<file path="src/rtl/riscv_mc_controller.sv">
// Multi-cycle RV32I control FSM: sequences fetch/decode/execute/memory/write-back
// and drives every datapath control input from the current state and instruction.
module riscv_mc_controller (
  input  logic       CLK,
  input  logic       RST,
  input  logic [6:0] op,
  input  logic [2:0] func3,
  input  logic [6:0] func7,
  input  logic       zero,
  output logic       PCSrc,
  output logic       branch,
  output logic       jalr,
  output logic       MemWrite,
  output logic       RegWrite,
  output logic       AdrSrc,
  output logic       IrWrite,
  output logic [1:0] ResultSrc,
  output logic [1:0] ALUSrcA,
  output logic [1:0] ALUSrcB,
  output logic [2:0] ImmSrc,
  output logic [3:0] ALUControl,
  output logic       illegal,
  output logic       instr_done,
  output logic [3:0] state
);

  typedef enum logic [3:0] {
    FETCH    = 4'd0,
    DECODE   = 4'd1,
    MEMADR   = 4'd2,
    MEMREAD  = 4'd3,
    MEMWB    = 4'd4,
    MEMWRITE = 4'd5,
    EXEC_R   = 4'd6,
    EXEC_I   = 4'd7,
    ALUWB    = 4'd8,
    BRANCH   = 4'd9,
    JAL      = 4'd10,
    JALR     = 4'd11,
    JALR_WB  = 4'd12,
    LUI      = 4'd13
  } state_t;

  localparam logic [6:0] OP_LOAD  = 7'b0000011;
  localparam logic [6:0] OP_STORE = 7'b0100011;
  localparam logic [6:0] OP_R     = 7'b0110011;
  localparam logic [6:0] OP_I     = 7'b0010011;
  localparam logic [6:0] OP_BR    = 7'b1100011;
  localparam logic [6:0] OP_JAL   = 7'b1101111;
  localparam logic [6:0] OP_JALR  = 7'b1100111;
  localparam logic [6:0] OP_LUI   = 7'b0110111;

  localparam logic [2:0] IMM_I = 3'b000;
  localparam logic [2:0] IMM_S = 3'b001;
  localparam logic [2:0] IMM_B = 3'b010;
  localparam logic [2:0] IMM_U = 3'b011;
  localparam logic [2:0] IMM_J = 3'b100;

  localparam logic [3:0] ALU_ADD  = 4'b0000;
  localparam logic [3:0] ALU_SUB  = 4'b0001;
  localparam logic [3:0] ALU_AND  = 4'b0010;
  localparam logic [3:0] ALU_OR   = 4'b0011;
  localparam logic [3:0] ALU_XOR  = 4'b0100;
  localparam logic [3:0] ALU_SLT  = 4'b0101;
  localparam logic [3:0] ALU_SLTU = 4'b0110;

  localparam logic [1:0] SA_PC  = 2'b00;
  localparam logic [1:0] SA_OLD = 2'b01;
  localparam logic [1:0] SA_A   = 2'b10;
  localparam logic [1:0] SB_B   = 2'b00;
  localparam logic [1:0] SB_IMM = 2'b01;
  localparam logic [1:0] SB_4   = 2'b10;

  localparam logic [1:0] RS_ALUOUT = 2'b00;
  localparam logic [1:0] RS_MEM    = 2'b01;
  localparam logic [1:0] RS_ALU    = 2'b10;
  localparam logic [1:0] RS_IMM    = 2'b11;

  state_t cur;
  state_t nxt;

  logic unused_f7;
  assign unused_f7 = ^{func7[6], func7[4:0]};

  function automatic logic [3:0] alu_map(
    input logic [2:0] f3,
    input logic       sub
  );
    case (f3)
      3'b000:  alu_map = sub ? ALU_SUB : ALU_ADD;
      3'b111:  alu_map = ALU_AND;
      3'b110:  alu_map = ALU_OR;
      3'b100:  alu_map = ALU_XOR;
      3'b010:  alu_map = ALU_SLT;
      3'b011:  alu_map = ALU_SLTU;
      default: alu_map = ALU_ADD;
    endcase
  endfunction

  always_ff @(posedge CLK) begin
    if (RST) cur <= FETCH;
    else     cur <= nxt;
  end

  always_comb begin
    nxt        = FETCH;
    PCSrc      = 1'b0;
    branch     = 1'b0;
    jalr       = 1'b0;
    MemWrite   = 1'b0;
    RegWrite   = 1'b0;
    AdrSrc     = 1'b0;
    IrWrite    = 1'b0;
    ResultSrc  = RS_ALUOUT;
    ALUSrcA    = SA_PC;
    ALUSrcB    = SB_B;
    ImmSrc     = IMM_I;
    ALUControl = ALU_ADD;
    illegal    = 1'b0;
    instr_done = 1'b0;
    state      = 4'd0;
    if (!RST) begin
      state = cur;
      case (cur)
        FETCH: begin
          IrWrite   = 1'b1;
          ALUSrcB   = SB_4;
          ResultSrc = RS_ALU;
          PCSrc     = 1'b1;
          nxt       = DECODE;
        end
        DECODE: begin
          ALUSrcA = SA_OLD;
          ALUSrcB = SB_IMM;
          ImmSrc  = (op == OP_JAL) ? IMM_J : IMM_B;
          unique case (1'b1)
            (op == OP_LOAD || op == OP_STORE): nxt = MEMADR;
            (op == OP_R):    nxt = EXEC_R;
            (op == OP_I):    nxt = EXEC_I;
            (op == OP_BR):   nxt = BRANCH;
            (op == OP_JAL):  nxt = JAL;
            (op == OP_JALR): nxt = JALR;
            (op == OP_LUI):  nxt = LUI;
            default:         illegal = 1'b1;
          endcase
        end
        MEMADR: begin
          ALUSrcA = SA_A;
          ALUSrcB = SB_IMM;
          ImmSrc  = (op == OP_LOAD) ? IMM_I : IMM_S;
          nxt     = (op == OP_LOAD) ? MEMREAD : MEMWRITE;
        end
        MEMREAD: begin
          AdrSrc = 1'b1;
          nxt    = MEMWB;
        end
        MEMWB: begin
          ResultSrc  = RS_MEM;
          RegWrite   = 1'b1;
          instr_done = 1'b1;
        end
        MEMWRITE: begin
          AdrSrc     = 1'b1;
          MemWrite   = 1'b1;
          instr_done = 1'b1;
        end
        EXEC_R: begin
          ALUSrcA    = SA_A;
          ALUControl = alu_map(func3, func7[5]);
          nxt        = ALUWB;
        end
        EXEC_I: begin
          ALUSrcA    = SA_A;
          ALUSrcB    = SB_IMM;
          ALUControl = alu_map(func3, 1'b0);
          nxt        = ALUWB;
        end
        ALUWB: begin
          RegWrite   = 1'b1;
          instr_done = 1'b1;
        end
        BRANCH: begin
          ALUSrcA    = SA_A;
          instr_done = 1'b1;
          branch     = (func3 == 3'b000);
          case (func3)
            3'b000, 3'b001: ALUControl = ALU_SUB;
            3'b100, 3'b101: ALUControl = ALU_SLT;
            3'b110, 3'b111: ALUControl = ALU_SLTU;
            default:        ALUControl = ALU_ADD;
          endcase
          // beq resolves through branch&zero in the datapath, not PCSrc
          case (func3)
            3'b001, 3'b100, 3'b110: PCSrc = ~zero;
            3'b101, 3'b111:         PCSrc = zero;
            default:                PCSrc = 1'b0;
          endcase
        end
        JAL: begin
          ALUSrcA = SA_OLD;
          ALUSrcB = SB_4;
          PCSrc   = 1'b1;
          nxt     = ALUWB;
        end
        JALR: begin
          ALUSrcA   = SA_A;
          ALUSrcB   = SB_IMM;
          ResultSrc = RS_ALU;
          PCSrc     = 1'b1;
          jalr      = 1'b1;
          nxt       = JALR_WB;
        end
        JALR_WB: begin
          ALUSrcA    = SA_OLD;
          ALUSrcB    = SB_4;
          ResultSrc  = RS_ALU;
          RegWrite   = 1'b1;
          instr_done = 1'b1;
        end
        LUI: begin
          ImmSrc     = IMM_U;
          ResultSrc  = RS_IMM;
          RegWrite   = 1'b1;
          instr_done = 1'b1;
        end
        default: nxt = FETCH;
      endcase
    end
  end

endmodule

</file>
<file path="config.mk">
export PLATFORM = sky130hd
export DESIGN_NAME = riscv_mc_controller
export DESIGN_NICKNAME = d
export VERILOG_FILES = /design/src/rtl/riscv_mc_controller.sv
export SDC_FILE = /design/constraint.sdc
export NUM_CORES = 1
export LEC_CHECK = 0
export ABC_AREA = 1
export CORE_MARGIN = 2
export CORE_UTILIZATION = 41
export DETAILED_ROUTE_END_ITERATION = 10
export PLACE_DENSITY = 0.89
export SYNTH_ARGS = -nofsm -noshare
export SYNTH_HDL_FRONTEND = slang
export SYNTH_SLANG_ARGS = --single-unit
export TNS_END_PERCENT = 20
</file>
<file path="constraint.sdc">
create_clock -name CLK -period 3 [get_ports CLK]
set_input_delay 0.6 -clock CLK [delete_from_list [all_inputs] [get_ports CLK]]
set_output_delay 0.6 -clock CLK [all_outputs]
set_load 0.05 [all_outputs]
</file>
==> qor.txt, run 1 <==
R2R cell count -> 5
number of gates resized after CTS -> 0
RSZ-0062 raised after global routing -> no
register name with the most flops -> cur
Top Registers -> cur (4)
Core Area -> 1764 sq um
post-CTS setup buffer count -> 0
#FFs+latches synth -> 4
PortBufs -> 38
worst path required time -> 2400 ps
Cell Rows -> 15
Wirelength per Cell -> 10.98 um
CP startpoint kind -> input port
Pins Over Slew Limit -> 0
Ports -> 46
clock slew at reported path FFs -> 30 ps
Die Wd -> 47.99 um
worst skew pair latency -> 230 ps
total CTS buffers -> 3
# diodes -> 0
min cycle time layout -> 2576 ps
max reg flops -> 4
Final Hold Fails -> 0
Static Leak -> 0.6255 nW
die span in y -> 47.99 um
clock sinks -> 4
drt first pass iters -> 4
drt total wl -> 2.426 mm
H-tree lvl count -> 1
Setup TNS -> 0 ps
layout cells sized above 1 -> 24.49%
Core Util, Final -> 75.25%
GP Congestion -> 0.8080
maximum buffer depth of the clock tree -> 2
Crit Path Class -> input port to output pin
Die ar. -> 2303 sq um
Period Utilization, post-route -> 85.86%
Hold Path Depth -> 3
sequential share of the synthesized area -> 10.09%
mapped cell area -> 793.3 sq um
crit path DAT -> 1980 ps
vias in the first global route -> 955
number of flops mapped to enable cells by yosys -> 0
Hold Crit Class -> register to register
Final setup viols -> 0
total gr overflow -> 0
Hold Buf Count CTS -> 0
Max Cap Viol -> 0
Mapped Cells -> 158
Worst Skew -> 4.180 ps
Detail Placement HPWL -> 2.079 mm
DRT iter0 DRCs -> 14
worst vdd ir -> 0.1764 mV
Layout area overhead -> 67.35%
fill cell total of the finished layout -> 159
post-synthesis average cell area -> 5.021 sq um
DRC -> 0
routed vias -> 1095
critical path peak fanout -> 8
Post-DRT Antenna Nets -> 0
Netlist cell types -> 26
Synth Warn # -> 0
root buffer cell -> clkbuf_4
largest net degree at the start of global routing -> 20
status -> completed
syn nets -> 178
TritonCTS clock tree -> done
GRT Overall Usage -> 22.74%
asr flop ratio synth -> 0%
Initial Utilization -> 44.96%
Main synth FF type -> dfxtp_1
power density cells -> 191.3 nW/um^2
Hold WS -> 643.0 ps
first-pass GRT wire length -> 3.788 mm
Worst setup EP type -> output pin
initial antenna violation count -> 0
Nets -> 218
DR vias/cell -> 4.955
fmax -> 388.3 MHz
[Yosys cell counts, types with 2 or more instances]
master	number	share of area [%]
o31ai_1	3	2.8
o21ai_0	4	2.5
nand2_1	41	19
nor2_4	3	4.3
inv_1	16	7.6
nor2_2	3	2.4
o21ai_1	2	1.3
inv_2	7	3.3
clkbuf_1	2	0.95
nor2_1	34	16
a21oi_1	15	9.5
dfxtp_1	4	10
nand3_1	10	6.3
o22ai_1	2	1.6
[cell type report]
| class | instances | area [sq um] | area share [%] |
|---|---|---|---|
| clock buffer | 3 | 22.52 | 1.697 |
| sequential | 4 | 80.08 | 6.032 |
| multi-input combinational | 125 | 596.8 | 44.96 |
| inverter | 25 | 96.34 | 7.257 |
| tap | 25 | 31.28 | 2.356 |
| timing repair buffer | 39 | 500.5 | 37.70 |
[where the power goes]
group | total (mW) | internal, mW | switching (mW)
Clock | 0.0638 | 0.0445 | 0.0192
Sequential | 0.0565 | 0.0549 | 0.00163
Combinational | 0.134 | 0.0512 | 0.0824
[layout by cell type (no fill, tap or decap), types with 2 or more instances in the layout]
master,Yosys,final
nand3_1,10,10
clkbuf_4,0,3
a21oi_1,15,15
buf_4,1,12
buf_12,0,14
o22ai_1,2,2
o21ai_1,2,2
inv_1,16,16
nor2_1,34,34
inv_2,7,7
clkdlybuf4s50_1,0,13
nor2_4,3,3
nand2_1,41,41
o21ai_0,4,4
o31ai_1,3,3
nor2_2,3,3
dfxtp_1,4,4
[critical path, cell delays in order]
cell             delay, ps
clkdlybuf4s50_1        540
o21ai_0                330
o22ai_1                130
o21ai_1                130
inv_1                   60
buf_4                  190
[worst paths after layout]
path / startpoint / end / slack (ps)
setup / recovery: func3[2] / ALUControl[1] / 420
hold / removal: cur[0] / cur[0] / 640
setup reg to reg: cur[2] / cur[3] / 1810
hold reg to reg: cur[0] / cur[0] / 640
[metrics by stage]
stage / cells / total power, mW / cell area (sq um) / worst slack, ps
after floorplan: 158 / 0.1353 / 793.3 / 376.2
after global placement: 218 / 0.1877 / 1305 / 490.0
after detailed placement: 218 / 0.1906 / 1305 / 427.5
after CTS: 221 / 0.2564 / 1328 / 414.0
after global routing: 221 / 0.2677 / 1328 / 279.1
final: 221 / 0.2539 / 1328 / 424.3
[layer usage]
layer / vias up / GRT usage (%) / part of all wire [%] / routed length [um]
met5: - / 0 / 0 / 0
met4: 0 / 8.108 / 1.4 / 34
met3: 4 / 3.396 / 5.4 / 130
met2: 32 / 46.67 / 55 / 1346
met1: 486 / 22.22 / 38 / 914
li1: 573 / - / - / -
[cells by family (layout without fill, tap and decap cells)]
group / Yosys count / after routing / synth area share, %
flip-flops: 4 / 4 / 10.10
AO/OA/AOI/OAI: 27 / 27 / 18.77
other: 1 / 1 / 0.4727
AND/OR/NAND/NOR: 97 / 97 / 55.99
buffers and inverters: 29 / 67 / 14.67
Power figures use the tool's default switching activity.
==> run 2, diff against run 1 <==
--- a/config.mk
+++ b/config.mk
@@ -7,9 +7,9 @@
 export LEC_CHECK = 0
 export ABC_AREA = 1
 export CORE_MARGIN = 2
-export CORE_UTILIZATION = 41
+export CORE_UTILIZATION = 38
 export DETAILED_ROUTE_END_ITERATION = 10
-export PLACE_DENSITY = 0.89
+export PLACE_DENSITY = 0.83
 export SYNTH_ARGS = -nofsm -noshare
 export SYNTH_HDL_FRONTEND = slang
 export SYNTH_SLANG_ARGS = --single-unit
==> constraint.sdc (replaced) <==
create_clock -name CLK -period 2.8 [get_ports CLK]
set_input_delay 0.56 -clock CLK [delete_from_list [all_inputs] [get_ports CLK]]
set_output_delay 0.56 -clock CLK [all_outputs]
set_load 0.05 [all_outputs]
==> run 2 against run 1 <==
Compared with the run above: first-iteration DRC count grew 14%; routed wire length shrank 1.2%; sequential share of layout area is essentially flat; utilization shrank 7.1 points; global-route usage shrank 2.3 points; power grew 10%; die area grew 7.2%; clock skew grew 2.4 ps; via count grew 0.64%; hold slack lost 14 ps; flip-flop and latch count is the same; highest routed layer unchanged.
==> qor.txt, run 2 (synthesized netlist as in run 1, its figures left out) <==
Setup TNS -> 0 ps (unchanged)
Core Area -> 1962 sq um (+11%)
DRC -> 0 (unchanged)
crit path DAT -> 1930 ps (-50 ps)
TritonCTS clock tree -> done
Layout area overhead -> 68.61%
design area -> 1338 sq um (+0.75%)
DR vias/cell -> 4.920 (-0.71%)
layout cells sized above 1 -> 24.87% (+0.38 points)
initial antenna violation count -> 0 (unchanged)
commonest non-fill, non-tap cells in the layout -> nand2_1, nor2_1, inv_1
Period Utilization, post-route -> 88.94%
# diodes -> 0 (unchanged)
number of gates resized after CTS -> 0 (unchanged)
Die Wd -> 49.69 um (+3.6%)
Detail Placement HPWL -> 2.021 mm (-2.8%)
maximum buffer depth of the clock tree -> 2 (unchanged)
routed vias -> 1102 (+0.64%)
Cell Rows -> 16 (+1)
Ports -> 46 (unchanged)
Core Util, Final -> 68.18% (-7.1 points)
Top Registers -> cur (4)
status -> completed
Static Leak -> 0.6303 nW (+0.77%)
leading cell type in the layout, fill and taps excluded -> nand2_1
DRT iter0 DRCs -> 16 (+2)
largest net degree at the start of global routing -> 12 (-40%)
Max Cap Viol -> 0 (unchanged)
CP startpoint kind -> input port
total gr overflow -> 0 (unchanged)
drt total wl -> 2.398 mm (-1.2%)
H-tree lvl count -> 1 (unchanged)
Hold Crit Class -> register to register
Post-DRT Antenna Nets -> 0 (unchanged)
GP Congestion -> 0.8691 (+7.6%)
RSZ-0062 raised after global routing -> no
crit-path most repeated cell -> inv_1
Critical path destination -> illegal
Nets -> 219 (+0.46%)
Reg-to-Reg Start -> cur[2]
Final setup viols -> 0 (unchanged)
critical path's slowest cell -> clkdlybuf4s50_1
worst path required time -> 2240 ps (-160 ps)
GRT Overall Usage -> 20.42% (-2.3 points)
slowest stage delay, CP -> 550 ps (about the same)
first-pass GRT wire length -> 4.002 mm (+5.6%)
Worst setup EP type -> output pin
HP Start -> cur[0]
die span in y -> 49.69 um (+3.6%)
clock sinks -> 4 (unchanged)
r2r setup slk -> 1550 ps (-260 ps)
power density cells -> 209.0 nW/um^2 (+9.3%)
post-CTS setup buffer count -> 0 (unchanged)
clock slew at reported path FFs -> 40 ps (about the same)
Wirelength per Cell -> 10.71 um (-2.5%)
critical path peak fanout -> 5 (-3)
max reg flops -> 4 (unchanged)
R2R cell count -> 5 (unchanged)
Placed Area -> 1315 sq um (+0.77%)
Worst Skew -> 6.562 ps (+2.382 ps)
worst vdd ir -> 0.1679 mV (-4.8%)
worst setup path start -> op[6]
Worst R2R End -> cur[2]
fmax -> 401.5 MHz
Die ar. -> 2469 sq um (+7.2%)
Pins Over Slew Limit -> 0 (unchanged)
drt first pass iters -> 4 (unchanged)
vias in the first global route -> 1008 (+5.5%)
worst skew pair latency -> 240 ps (about the same)
register name with the most flops -> cur
PortBufs -> 38 (unchanged)
Initial Utilization -> 40.43% (-4.5 points)
Final Hold Fails -> 0 (unchanged)
worst-path cell chain -> clkdlybuf4s50_1 -> inv_1 -> nand3_1 -> inv_1 -> o21ai_0 -> nand2_1 -> nor3_2 -> buf_4
total CTS buffers -> 3 (unchanged)
Hold Buf Count CTS -> 0 (unchanged)
root buffer cell -> clkbuf_4
Crit Path Class -> input port to output pin
min cycle time layout -> 2490 ps
[run 2: changes by cell type in the layout (fill, tap and decap cells not counted)]
cell	previous run	this run
buf_4	12	13
[run 2: how the worst min path moves through the flow]
stage / to / slack [ps] / cells past startpoint
3_3_place_gp: cur[0] / 600 / 3
6_report: cur[0] / 630 / 3
4_1_cts: cur[0] / 630 / 3
5_1_grt: cur[0] / 660 / 3
2_1_floorplan: cur[0] / 560 / 3
3_5_place_dp: cur[0] / 620 / 3
[run 2: power breakdown]
group / internal, mW / total, mW / switching, mW
combinational: 0.0558 / 0.144 / 0.0878
clock: 0.0482 / 0.0755 / 0.0273
sequential: 0.0588 / 0.0605 / 0.00171
[run 2: worst max-delay path: cells and delay by family]
kind,cells,cell delay [ps]
AOI/OAI and AO/OA,1,140
buffers and inverters,4,910
and+or+nand+nor,3,330
[run 2: through the flow]
stage | hold WS, ps | setup WS [ps] | total power, mW | cells
2_1_floorplan | 564.5 | 256.2 | 0.1449 | 158
3_3_place_gp | 600.5 | 363.5 | 0.2021 | 221
3_5_place_dp | 619.0 | 324.0 | 0.2045 | 221
4_1_cts | 625.7 | 320.4 | 0.2804 | 224
5_1_grt | 656.8 | 175.5 | 0.2937 | 224
6_report | 628.5 | 309.6 | 0.2795 | 224
[run 2: final cells by class]
cell class	instances	area, sq um
sequential	4	80.08
inverter	25	96.34
multi-input combinational	125	596.8
tap	27	33.78
clock buffer	3	22.52
fill	188	624.3
timing repair buffer	40	508.0
[run 2: layer usage]
metal / vias to the layer above / routed length [um] / share of wire (%) / global-route usage, %
met5: - / 0 / 0 / 0
met4: 0 / 43 / 1.8 / 9.722
met3: 5 / 150 / 6.3 / 3.333
met2: 35 / 1291 / 54 / 41.11
met1: 490 / 913 / 38 / 19.49
li1: 572 / - / - / -
==> edit (config.mk and constraints of run 1) <==
Make the reset (`RST`) asynchronous in one clocked block.
--- a/src/rtl/riscv_mc_controller.sv
+++ b/src/rtl/riscv_mc_controller.sv
@@ -99,3 +99,3 @@
 
-  always_ff @(posedge CLK) begin
+  always_ff @(posedge CLK or posedge RST) begin
     if (RST) cur <= FETCH;
Behaviour: no difference found for any inputs over 10 cycles, from zero or initial values and one cycle with RST high; that may be too few to reach the edited logic, so the function may still have changed.
==> edit against run 1 <==
  * Global-route usage is 3.0 points higher
  * Area after synthesis rose by 0.79%
  * Clock power down 5.5%
  * Power up 11%
  * Worst setup slack got worse by 0.11 ns
  * Wire length rose by 7.0%
  * Cell area increased by 9.9%
  * Sequential cell count did not move
  * First-iteration DRC count rose by 100%
  * Synthesized cell count shrank 5.7%
  * Clock skew is 0.0028 ns lower
  * Hold slack better by 0.10 ns
  * Non-clock buffer count rose by 2
==> edit: results (changes against run 1) <==
----------------------------------------------------
[Setup path]
  Required arrival time at the worst endpoint ... 2.40 ns (about the same)
  Worst-path fanout max ... 5 (-3)

[Status]
  Result of the run ... finished, final reports clean

[GRT]
  Pin count of the biggest net entering global routing ... 11 (-45%)
  M1 GR Usage ... 27.5% (+5.3 points)
  Wire length of the first global-routing pass ... 4370 µm (+15%)
  GR met2 Demand/Resource ... 51.3% (+4.6 points)
  GRT Overall Usage ... 25.7% (+3.0 points)
  Vias in the first global route ... 1128 (+18%)
  Number of antenna violations at the first check in global routing ... 0 (unchanged)
  Global routing met3 resource utilization ... 3.70% (+0.31 points)

[CTS]
  Max Root-Sink Buffers ... 2 (unchanged)
  Post-CTS Resized ... 0 (unchanged)
  TritonCTS Buffers ... 3 (unchanged)

[Finish]
  Fraction of final layout cells sized beyond drive strength 1 ... 28.0% (+3.6 points)
  Final net count ... 211 (-3.2%)
  Antenna diode instance count ... 0 (unchanged)

[Drt]
  Average via count per standard cell ... 5.27 (+6.3%)
  Routed wire length per instance ... 12.1 µm (+10%)
  Iter 0 DRT Violations ... 28 (+14)

[Synthesis]
  Proportion of netlist area held by the largest area contributor ... 19.2% (-0.15 points)
  Async S/R FF share, synth ... 100% (+100 points)
  Post-synthesis cell type count ... 26 (unchanged)
  Commonest register cell after synthesis ... sky130_fd_sc_hd__dfrtp_1
  Sequential cell area fraction in the yosys report ... 12.5% (+2.4 points)
  Leading cell types by count after synthesis ... sky130_fd_sc_hd__nand2_1 (41), sky130_fd_sc_hd__nor2_1 (26), sky130_fd_sc_hd__inv_1 (16)
  Leading cell types by total area after synthesis ... sky130_fd_sc_hd__nand2_1 (19%), sky130_fd_sc_hd__dfrtp_1 (13%), sky130_fd_sc_hd__nor2_1 (12%)
  Number of nets produced by synthesis ... 169 (-5.1%)
  Synth warnings ... 0 (unchanged)

[Placed design]
  Placed inst area ... 1440 µm² (+10%)
  RD Place Congestion ... 0.846 (+4.7%)
  Half-perimeter wire length of the detailed placement result ... 2310 µm (+11%)

[Power]
  Worst ir drop on vdd ... 308 µV (+75%)
  Leakage power figure ... 0.000688 µW (+10%)

[Timing]
  Transition time of the tightest slew-check pin ... 0.508 ns
  Clock skew ... 0.00136 ns (-0.00282 ns)

[Worst hold path]
  HP Class ... register to register

----------------------------------------------------
[edit: cell types whose count changed after synthesis, sizes merged, moves of 2 or more]
cell / delta
clkbuf: -2
a31oi: +3
nor2: -7
buf: +2
dfrtp: +4
a21oi: -6
nand3: +3
o31ai: -2
inv: -2
dfxtp: -4
[edit: power by group]
group          total (µW)  internal [µW]  switching (µW)
clock network        60.3           44.3            16.0
logic                 163           68.8            94.5
registers            58.8           55.9            2.89
total                 282            169             113
[edit: cells by family after synthesis]
logic type	Yosys count	synth area share (%)
AO/OA/AOI/OAI	22	17.8
AND/OR/NAND/NOR	95	55.4
flip-flops	4	12.5
buffers and inverters	27	13.8
other	1	0.469
[edit: worst max-delay path: cells and delay by family]
| family | cells | cell delay, ns |
|---|---|---|
| buf+inv | 2 | 0.75 |
| simple gates | 4 | 0.73 |
[edit: per-stage QoR]
stage / instances / setup WS (ns) / total power [µW]
floorplan: 149 / 0.0748 / 143
global placement: 211 / 0.368 / 217
detailed placement: 211 / 0.312 / 222
CTS: 214 / 0.312 / 284
global route: 214 / 0.174 / 302
finish: 214 / 0.319 / 282
[edit: cell type report]
class	count	area, µm²
Clock buffer	3	22.5
Fill cell	112	324
Inverter	23	87.6
Multi-Input combinational cell	118	589
Sequential cell	4	100
Tap cell	25	31.3
Timing Repair Buffer	41	628
[edit: per-layer routing]
metal	up-vias	share of wire [%]
met4	0	1.3
li1	556	-
met2	56	55
met5	-	0
met1	509	37
met3	6	6.6
[edit: path summary, 6_finish.rpt]
kind | startpoint | endpoint | slack [ns] | depth (start not counted)
min reg2reg | cur[0] | cur[0] | 0.75 | 3
max | op[6] | ImmSrc[2] | 0.32 | 6
min in group asynchronous | RST | cur[0] | 0.87 | 3
min | cur[0] | cur[0] | 0.75 | 3
max in group asynchronous | RST | cur[1] | 2.01 | 3
max reg2reg | cur[1] | cur[0] | 1.64 | 5
